--- config.mk ---
export PLATFORM = sky130hd
export DESIGN_NAME = sdram_port_arbiter_flat
export DESIGN_NICKNAME = d
export VERILOG_FILES = /design/src/rtl/sdram_arb_pkg.sv /design/src/rtl/sdram_port_arbiter_if.sv /design/src/rtl/sdram_arb_pick.sv /design/src/rtl/sdram_port_arbiter.sv /design/src/flat_wrapper.sv
export SDC_FILE = /design/constraint.sdc
export NUM_CORES = 1
export LEC_CHECK = 0
export CAP_MARGIN = 10
export CORE_ASPECT_RATIO = 0.5
export CORE_MARGIN = 4
export CORE_UTILIZATION = 44
export CTS_BUF_LIST = sky130_fd_sc_hd__clkbuf_16
export CTS_CLUSTER_DIAMETER = 60
export DETAILED_ROUTE_END_ITERATION = 8
export GPL_ROUTABILITY_DRIVEN = 0
export GPL_TIMING_DRIVEN = 0
export PLACE_DENSITY = 0.85
export SETUP_SLACK_MARGIN = 0.3
export SLEW_MARGIN = 10
export SYNTH_ARGS = -nofsm -noshare
export SYNTH_HDL_FRONTEND = slang
export SYNTH_SLANG_ARGS = --single-unit
--- constraint.sdc ---
create_clock -name clk_ram -period 3.15 [get_ports clk_ram]
set_input_delay 0.63 -clock clk_ram [delete_from_list [all_inputs] [get_ports clk_ram]]
set_output_delay 0.63 -clock clk_ram [all_outputs]
set_load 0.02 [all_outputs]
--- src/rtl/sdram_arb_pkg.sv ---
// Shared definitions for the SDRAM port arbiter: FSM states, port indices, default widths.
package sdram_arb_pkg;

    localparam int unsigned DefAw = 25;
    localparam int unsigned DefDw = 16;

    // Bit positions of each requester inside request/grant vectors.
    localparam logic [1:0] P_VID = 2'd0;
    localparam logic [1:0] P_CPU = 2'd1;
    localparam logic [1:0] P_LDR = 2'd2;

    typedef enum logic [1:0] {
        StIdle,
        StBusy,
        StDone
    } arb_state_e;

endpackage

--- src/rtl/sdram_port_arbiter_if.sv ---
// Requester and controller side signals of the SDRAM port arbiter.
interface sdram_port_arbiter_if #(
    parameter int unsigned AW = 25,
    parameter int unsigned DW = 16
);
    localparam int unsigned BW = DW / 8;

    logic          vid_req;
    logic [AW-1:0] vid_addr;
    logic          vid_ack;

    logic          cpu_req;
    logic          cpu_we;
    logic [AW-1:0] cpu_addr;
    logic [DW-1:0] cpu_wdata;
    logic [BW-1:0] cpu_be;
    logic          cpu_ack;

    logic          ldr_req;
    logic          ldr_we;
    logic [AW-1:0] ldr_addr;
    logic [DW-1:0] ldr_wdata;
    logic [BW-1:0] ldr_be;
    logic          ldr_ack;

    logic [DW-1:0] rdata;
    logic          err;

    logic          sdram_req;
    logic          sdram_we;
    logic [AW-1:0] sdram_addr;
    logic [DW-1:0] sdram_wdata;
    logic [BW-1:0] sdram_be;
    logic          sdram_ack;
    logic [DW-1:0] sdram_rdata;

    // Arbiter side.
    modport slave (
        input  vid_req, vid_addr,
        input  cpu_req, cpu_we, cpu_addr, cpu_wdata, cpu_be,
        input  ldr_req, ldr_we, ldr_addr, ldr_wdata, ldr_be,
        input  sdram_ack, sdram_rdata,
        output vid_ack, cpu_ack, ldr_ack, rdata, err,
        output sdram_req, sdram_we, sdram_addr, sdram_wdata, sdram_be
    );

    // Requesters plus controller side.
    modport master (
        output vid_req, vid_addr,
        output cpu_req, cpu_we, cpu_addr, cpu_wdata, cpu_be,
        output ldr_req, ldr_we, ldr_addr, ldr_wdata, ldr_be,
        output sdram_ack, sdram_rdata,
        input  vid_ack, cpu_ack, ldr_ack, rdata, err,
        input  sdram_req, sdram_we, sdram_addr, sdram_wdata, sdram_be
    );

endinterface

--- src/rtl/sdram_arb_pick.sv ---
// Combinational winner selection: video first, then CPU/loader round-robin.
module sdram_arb_pick
    import sdram_arb_pkg::*;
(
    input  logic [2:0] req_i,          // indexed by P_VID/P_CPU/P_LDR
    input  logic       rr_last_ldr_i,  // 1: loader was served last among CPU/loader
    output logic [2:0] grant_o         // one-hot
);

    // Priority and tie-break decode.
    always_comb begin
        grant_o = '0;
        if (req_i[P_VID]) begin
            grant_o[P_VID] = 1'b1;
        end else if (req_i[P_CPU] && req_i[P_LDR]) begin
            if (rr_last_ldr_i) begin
                grant_o[P_CPU] = 1'b1;
            end else begin
                grant_o[P_LDR] = 1'b1;
            end
        end else if (req_i[P_CPU]) begin
            grant_o[P_CPU] = 1'b1;
        end else if (req_i[P_LDR]) begin
            grant_o[P_LDR] = 1'b1;
        end
    end

endmodule

--- src/rtl/sdram_port_arbiter.sv ---
// Shares one SDRAM controller port among video, CPU and loader, with an ack watchdog.
module sdram_port_arbiter
    import sdram_arb_pkg::*;
#(
    parameter int unsigned AW      = DefAw,
    parameter int unsigned DW      = DefDw,
    parameter int unsigned TIMEOUT = 255,
    parameter int unsigned TW      = 8
) (
    input logic                 clk_ram,
    input logic                 reset,
    sdram_port_arbiter_if.slave bus
);

    localparam int unsigned   BW         = DW / 8;
    localparam logic [TW-1:0] TimeoutCnt = TW'(TIMEOUT);

    arb_state_e    state_q, state_d;
    logic [2:0]    grant_q, grant_d;
    logic          rr_last_ldr_q, rr_last_ldr_d;
    logic [TW-1:0] wdog_q, wdog_d;
    logic          req_q, req_d;
    logic          we_q, we_d;
    logic [AW-1:0] addr_q, addr_d;
    logic [DW-1:0] wdata_q, wdata_d;
    logic [BW-1:0] be_q, be_d;
    logic [DW-1:0] rdata_q, rdata_d;
    logic          err_q, err_d;

    logic [2:0]    req_vec;
    logic [2:0]    pick_grant;

    assign req_vec = {bus.ldr_req, bus.cpu_req, bus.vid_req};

    sdram_arb_pick u_pick (
        .req_i        (req_vec),
        .rr_last_ldr_i(rr_last_ldr_q),
        .grant_o      (pick_grant)
    );

    // Next-state: arbitration in idle, watchdog and completion in busy, ack slot in done.
    always_comb begin
        state_d       = state_q;
        grant_d       = grant_q;
        rr_last_ldr_d = rr_last_ldr_q;
        wdog_d        = wdog_q;
        req_d         = req_q;
        we_d          = we_q;
        addr_d        = addr_q;
        wdata_d       = wdata_q;
        be_d          = be_q;
        rdata_d       = rdata_q;
        err_d         = err_q;
        unique case (state_q)
            StIdle: begin
                if (|pick_grant) begin
                    grant_d = pick_grant;
                    state_d = StBusy;
                    req_d   = 1'b1;
                    wdog_d  = '0;
                    err_d   = 1'b0;
                    if (pick_grant[P_VID]) begin
                        // Video is read-only and always fetches whole words.
                        we_d    = 1'b0;
                        addr_d  = bus.vid_addr;
                        wdata_d = '0;
                        be_d    = '1;
                    end else if (pick_grant[P_CPU]) begin
                        we_d    = bus.cpu_we;
                        addr_d  = bus.cpu_addr;
                        wdata_d = bus.cpu_wdata;
                        be_d    = bus.cpu_be;
                    end else begin
                        we_d    = bus.ldr_we;
                        addr_d  = bus.ldr_addr;
                        wdata_d = bus.ldr_wdata;
                        be_d    = bus.ldr_be;
                    end
                end
            end
            StBusy: begin
                wdog_d = wdog_q + 1'b1;
                // An ack coinciding with the timeout still counts as success.
                if (bus.sdram_ack) begin
                    rdata_d = bus.sdram_rdata;
                    req_d   = 1'b0;
                    err_d   = 1'b0;
                    state_d = StDone;
                end else if (wdog_q == TimeoutCnt) begin
                    rdata_d = '0;
                    req_d   = 1'b0;
                    err_d   = 1'b1;
                    state_d = StDone;
                end
            end
            StDone: begin
                state_d = StIdle;
                err_d   = 1'b0;
                if (grant_q[P_CPU]) begin
                    rr_last_ldr_d = 1'b0;
                end else if (grant_q[P_LDR]) begin
                    rr_last_ldr_d = 1'b1;
                end
            end
            default: state_d = StIdle;
        endcase
    end

    // State register with synchronous reset; reset aborts any transfer in flight.
    always_ff @(posedge clk_ram) begin
        if (reset) begin
            state_q       <= StIdle;
            grant_q       <= '0;
            rr_last_ldr_q <= 1'b1;
            wdog_q        <= '0;
            req_q         <= 1'b0;
            we_q          <= 1'b0;
            addr_q        <= '0;
            wdata_q       <= '0;
            be_q          <= '0;
            rdata_q       <= '0;
            err_q         <= 1'b0;
        end else begin
            state_q       <= state_d;
            grant_q       <= grant_d;
            rr_last_ldr_q <= rr_last_ldr_d;
            wdog_q        <= wdog_d;
            req_q         <= req_d;
            we_q          <= we_d;
            addr_q        <= addr_d;
            wdata_q       <= wdata_d;
            be_q          <= be_d;
            rdata_q       <= rdata_d;
            err_q         <= err_d;
        end
    end

    assign bus.vid_ack     = (state_q == StDone) && grant_q[P_VID];
    assign bus.cpu_ack     = (state_q == StDone) && grant_q[P_CPU];
    assign bus.ldr_ack     = (state_q == StDone) && grant_q[P_LDR];
    assign bus.rdata       = rdata_q;
    assign bus.err         = err_q;
    assign bus.sdram_req   = req_q;
    assign bus.sdram_we    = we_q;
    assign bus.sdram_addr  = addr_q;
    assign bus.sdram_wdata = wdata_q;
    assign bus.sdram_be    = be_q;

endmodule

--- src/flat_wrapper.sv ---
// flat-port wrapper written by rule: the top's interface ports become plain ports
module sdram_port_arbiter_flat import sdram_arb_pkg::*;
#(
    parameter int unsigned AW      = DefAw,
    parameter int unsigned DW      = DefDw,
    parameter int unsigned TIMEOUT = 255,
    parameter int unsigned TW      = 8
)
  (clk_ram, reset, bus_vid_req, bus_vid_addr, bus_cpu_req, bus_cpu_we, bus_cpu_addr, bus_cpu_wdata, bus_cpu_be, bus_ldr_req, bus_ldr_we, bus_ldr_addr, bus_ldr_wdata, bus_ldr_be, bus_sdram_ack, bus_sdram_rdata, bus_vid_ack, bus_cpu_ack, bus_ldr_ack, bus_rdata, bus_err, bus_sdram_req, bus_sdram_we, bus_sdram_addr, bus_sdram_wdata, bus_sdram_be);
  sdram_port_arbiter_if #(.AW(AW), .DW(DW)) bus_i ();
  input logic clk_ram;
  input logic reset;
  input wire logic [$bits(bus_i.vid_req)-1:0] bus_vid_req;
  input wire logic [$bits(bus_i.vid_addr)-1:0] bus_vid_addr;
  input wire logic [$bits(bus_i.cpu_req)-1:0] bus_cpu_req;
  input wire logic [$bits(bus_i.cpu_we)-1:0] bus_cpu_we;
  input wire logic [$bits(bus_i.cpu_addr)-1:0] bus_cpu_addr;
  input wire logic [$bits(bus_i.cpu_wdata)-1:0] bus_cpu_wdata;
  input wire logic [$bits(bus_i.cpu_be)-1:0] bus_cpu_be;
  input wire logic [$bits(bus_i.ldr_req)-1:0] bus_ldr_req;
  input wire logic [$bits(bus_i.ldr_we)-1:0] bus_ldr_we;
  input wire logic [$bits(bus_i.ldr_addr)-1:0] bus_ldr_addr;
  input wire logic [$bits(bus_i.ldr_wdata)-1:0] bus_ldr_wdata;
  input wire logic [$bits(bus_i.ldr_be)-1:0] bus_ldr_be;
  input wire logic [$bits(bus_i.sdram_ack)-1:0] bus_sdram_ack;
  input wire logic [$bits(bus_i.sdram_rdata)-1:0] bus_sdram_rdata;
  output wire logic [$bits(bus_i.vid_ack)-1:0] bus_vid_ack;
  output wire logic [$bits(bus_i.cpu_ack)-1:0] bus_cpu_ack;
  output wire logic [$bits(bus_i.ldr_ack)-1:0] bus_ldr_ack;
  output wire logic [$bits(bus_i.rdata)-1:0] bus_rdata;
  output wire logic [$bits(bus_i.err)-1:0] bus_err;
  output wire logic [$bits(bus_i.sdram_req)-1:0] bus_sdram_req;
  output wire logic [$bits(bus_i.sdram_we)-1:0] bus_sdram_we;
  output wire logic [$bits(bus_i.sdram_addr)-1:0] bus_sdram_addr;
  output wire logic [$bits(bus_i.sdram_wdata)-1:0] bus_sdram_wdata;
  output wire logic [$bits(bus_i.sdram_be)-1:0] bus_sdram_be;
  assign bus_i.vid_req = bus_vid_req;
  assign bus_i.vid_addr = bus_vid_addr;
  assign bus_i.cpu_req = bus_cpu_req;
  assign bus_i.cpu_we = bus_cpu_we;
  assign bus_i.cpu_addr = bus_cpu_addr;
  assign bus_i.cpu_wdata = bus_cpu_wdata;
  assign bus_i.cpu_be = bus_cpu_be;
  assign bus_i.ldr_req = bus_ldr_req;
  assign bus_i.ldr_we = bus_ldr_we;
  assign bus_i.ldr_addr = bus_ldr_addr;
  assign bus_i.ldr_wdata = bus_ldr_wdata;
  assign bus_i.ldr_be = bus_ldr_be;
  assign bus_i.sdram_ack = bus_sdram_ack;
  assign bus_i.sdram_rdata = bus_sdram_rdata;
  assign bus_vid_ack = bus_i.vid_ack;
  assign bus_cpu_ack = bus_i.cpu_ack;
  assign bus_ldr_ack = bus_i.ldr_ack;
  assign bus_rdata = bus_i.rdata;
  assign bus_err = bus_i.err;
  assign bus_sdram_req = bus_i.sdram_req;
  assign bus_sdram_we = bus_i.sdram_we;
  assign bus_sdram_addr = bus_i.sdram_addr;
  assign bus_sdram_wdata = bus_i.sdram_wdata;
  assign bus_sdram_be = bus_i.sdram_be;
  sdram_port_arbiter #(.AW(AW), .DW(DW), .TIMEOUT(TIMEOUT), .TW(TW)) u_core (.clk_ram(clk_ram), .reset(reset), .bus(bus_i));
endmodule
==> flow_summary.ini <==
[run_status]
status = complete, no violations

[place]
portBuffers = 198
dpl.hpwl_um = 11300
post_dp_cell_area_um2 = 6140
place_ws_ns = 0.499
dpl.cell_count = 833

[setup_path]
crit_fanout = 4
worstPathArrival_ns = 1.78
endpoint_kind = output port
crit_path_start_kind = register
cp_data_required_time_ns = 2.52
critPathKind = reg2out
startpoint = u_core.state_q[0]
timing.rr.start = u_core.state_q[0]

[yosys]
yosysSeqAreaShare_pct = 38.0
synth_fp_nets = 658
synth_cells = 518
synth_edf_count = 0
yosys_most_used_dff = dfxtp_1
ys.warnings.count = 0
synth_cell_types = 41
ys_seq_elements = 76
async_flop_share_pct = 0
synth_area_um2 = 4010
synth_area_per_cell_um2 = 7.74

[finish]
area_delta_synth_final_pct = 62.8
instances_no_fill = 849
multiInputGateArea_um2 = 2230
drive_gt1_share_pct = 3.83
insertedDiodeCount = 0
final_nets = 867
seq_area_um2 = 1520
fillers = 695
final_area_um2 = 6520

[floorplanning]
fp.dieArea_um2 = 10800
rows = 24
die_y_um = 75.5
initial_core_util_pct = 45.5
coreArea_um2 = 8800
top_level_ports = 200
die_x_um = 143

[timing]
timing.final.crit_share_pct = 76.4
setup_viol = 0
hold_violations = 0
rsz0062_at_grt = no
drv_slew = 0
worst_slack_ns = 0.744
finClkSkew_ns = 0.00482
min_period_ns = 2.41
max_slew_margin_pct = 56.5
setup-tns-final_ns = 0
max_freq_mhz = 416
tightest_slew_ns = 0.653

[power]
ir_drop_mv = 0.290
leakage_nw = 2.19
p_total_mw = 3.65
power_density_nw_per_um2 = 559

[cts]
cts_hold_buf = 0
cts_sinks = 76
cts_made_buffers = 9
cts_resized = 0
insertion_delay_ns = 0.34
cts_root_buf = clkbuf_16
clk_pin_slew_worst_paths_ns = 0.06
cts_tree = done
cts_buffer_depth = 2
post_cts_buffers = 0
htree_num_levels = 3

[drt]
drtAntennaViolNets = 0
vias_per_cell = 5.83
vias = 4949
drt_wl_total_um = 15400
drt_iter0_markers = 385
route.detailed.drc = 0
wl_per_cell_um = 18.2
drtPass1Iterations = 5

[hold_path]
worst_hold_startpoint = u_core.grant_q[1]
worstHoldPathType = reg2reg

[global_routing]
grt_pass1_vias = 4662
antenna_found_initial = 0
track_usage_pct = 27.1
grt_overflow = 0
grt_pass1_wl_um = 23100
grt_max_degree = 14

[job]
maxCapViolations = 0
==> power breakdown <==
part | switching (mW) | total, mW | internal, mW
sequential | 0.0682 | 1.16 | 1.09
clock | 0.413 | 1.35 | 0.933
combinational | 0.611 | 1.14 | 0.528
total | 1.09 | 3.65 | 2.56
==> worst max-delay path, cell delays in order, from the launching register on <==
cell             delay [ns]
dfxtp_1                0.33
inv_1                  0.13
ha_1                   0.21
and2_1                 0.17
clkdlybuf4s50_1        0.61
==> final timing paths <==
kind | slack (ns) | to | cells past startpoint
worst max-delay path | 0.74 | bus_cpu_ack | 4
worst min-delay path | 0.46 | u_core.grant_q[1] | 2
worst max register to register | 0.98 | u_core.bus.sdram_wdata[5] | 7
worst min register to register | 0.46 | u_core.grant_q[1] | 2
==> logic make-up after synthesis <==
group | count (synthesis) | share of synthesized area (%)
AOI/OAI and AO/OA | 218 | 32.5
adders and majority gates | 5 | 1.56
buffers and inverters | 66 | 6.43
DFF | 76 | 38.0
muxes | 2 | 0.500
and+or+nand+nor | 151 | 21.0
==> sequential cells by signal (all words and copies together) (netlist names) <==
name / cells
u_core.bus.err: 1
u_core.bus.rdata: 16
u_core.bus.sdram_addr: 25
u_core.bus.sdram_be: 2
u_core.bus.sdram_req: 1
u_core.bus.sdram_wdata: 16
u_core.bus.sdram_we: 1
u_core.grant_q: 3
u_core.rr_last_ldr_q: 1
u_core.state_q: 2
u_core.wdog_q: 8
==> per-stage QoR <==
step	util, %	hold slack [ns]
CTS	74.1	0.457
detailed placement	69.7	0.449
global route	74.1	0.485
finish	74.1	0.456
global placement	69.7	0.438
floorplan	-	0.432
==> cells in the mapped netlist, drive strengths merged (2+ instances only) <==
master   instances  area, um^2
o41ai            2        17.5
nor4b            2        32.5
nand3           50         250
nand4            2        12.5
o211ai           5        37.5
inv              8        30.0
nor2             8        30.0
nor3             3        15.0
nand2           21        78.8
mux2i            2        20.0
nor2b           45         282
clkbuf          46         173
or4              4        30.0
a21oi           45         225
nand2b           4        25.0
ha               5        62.6
dfxtp           76        1520
a2111oi          2        36.3
o21ai           88         440
buf             12        55.1
a31oi           42         263
a211oi           7        52.6
a311oi          17         149
o31ai            5        37.5
and2             5        33.8
==> final cells by class <==
| type | instances | area share [%] |
|---|---|---|
| Buffer | 58 | 3.49 |
| Tap cell | 117 | 2.24 |
| Timing Repair Buffer | 198 | 30.4 |
| Sequential cell | 76 | 23.3 |
| Multi-Input combinational cell | 376 | 34.2 |
| Clock inverter | 7 | 2.49 |
| Clock buffer | 9 | 3.45 |
| Inverter | 8 | 0.460 |
==> cells in the final DEF (no fill, tap or decap), types with 7 or more instances in the layout <==
| cell | Yosys | final |
|---|---|---|
| clkdlybuf4s50_1 | 0 | 198 |
| a211oi_1 | 7 | 7 |
| inv_1 | 8 | 8 |
| a31oi_1 | 42 | 42 |
| a21oi_1 | 45 | 45 |
| nor2_1 | 8 | 8 |
| clkbuf_1 | 46 | 46 |
| a311oi_1 | 17 | 17 |
| o21ai_0 | 88 | 88 |
| buf_2 | 8 | 8 |
| nor2b_1 | 45 | 45 |
| clkbuf_16 | 0 | 9 |
| nand3_1 | 50 | 50 |
| dfxtp_1 | 76 | 76 |
| nand2_1 | 21 | 21 |
==> per-layer routing <==
| metal | vias up | global-route usage (%) | part of all wire (%) |
|---|---|---|---|
| met3 | 39 | 5.45 | 6.5 |
| met5 | - | 0 | 0 |
| met4 | 0 | 10.5 | 3.2 |
| li1 | 2343 | - | - |
| met2 | 211 | 47.1 | 49 |
| met1 | 2356 | 33.8 | 41 |
Note: power is estimated with default switching activity, not from simulation.
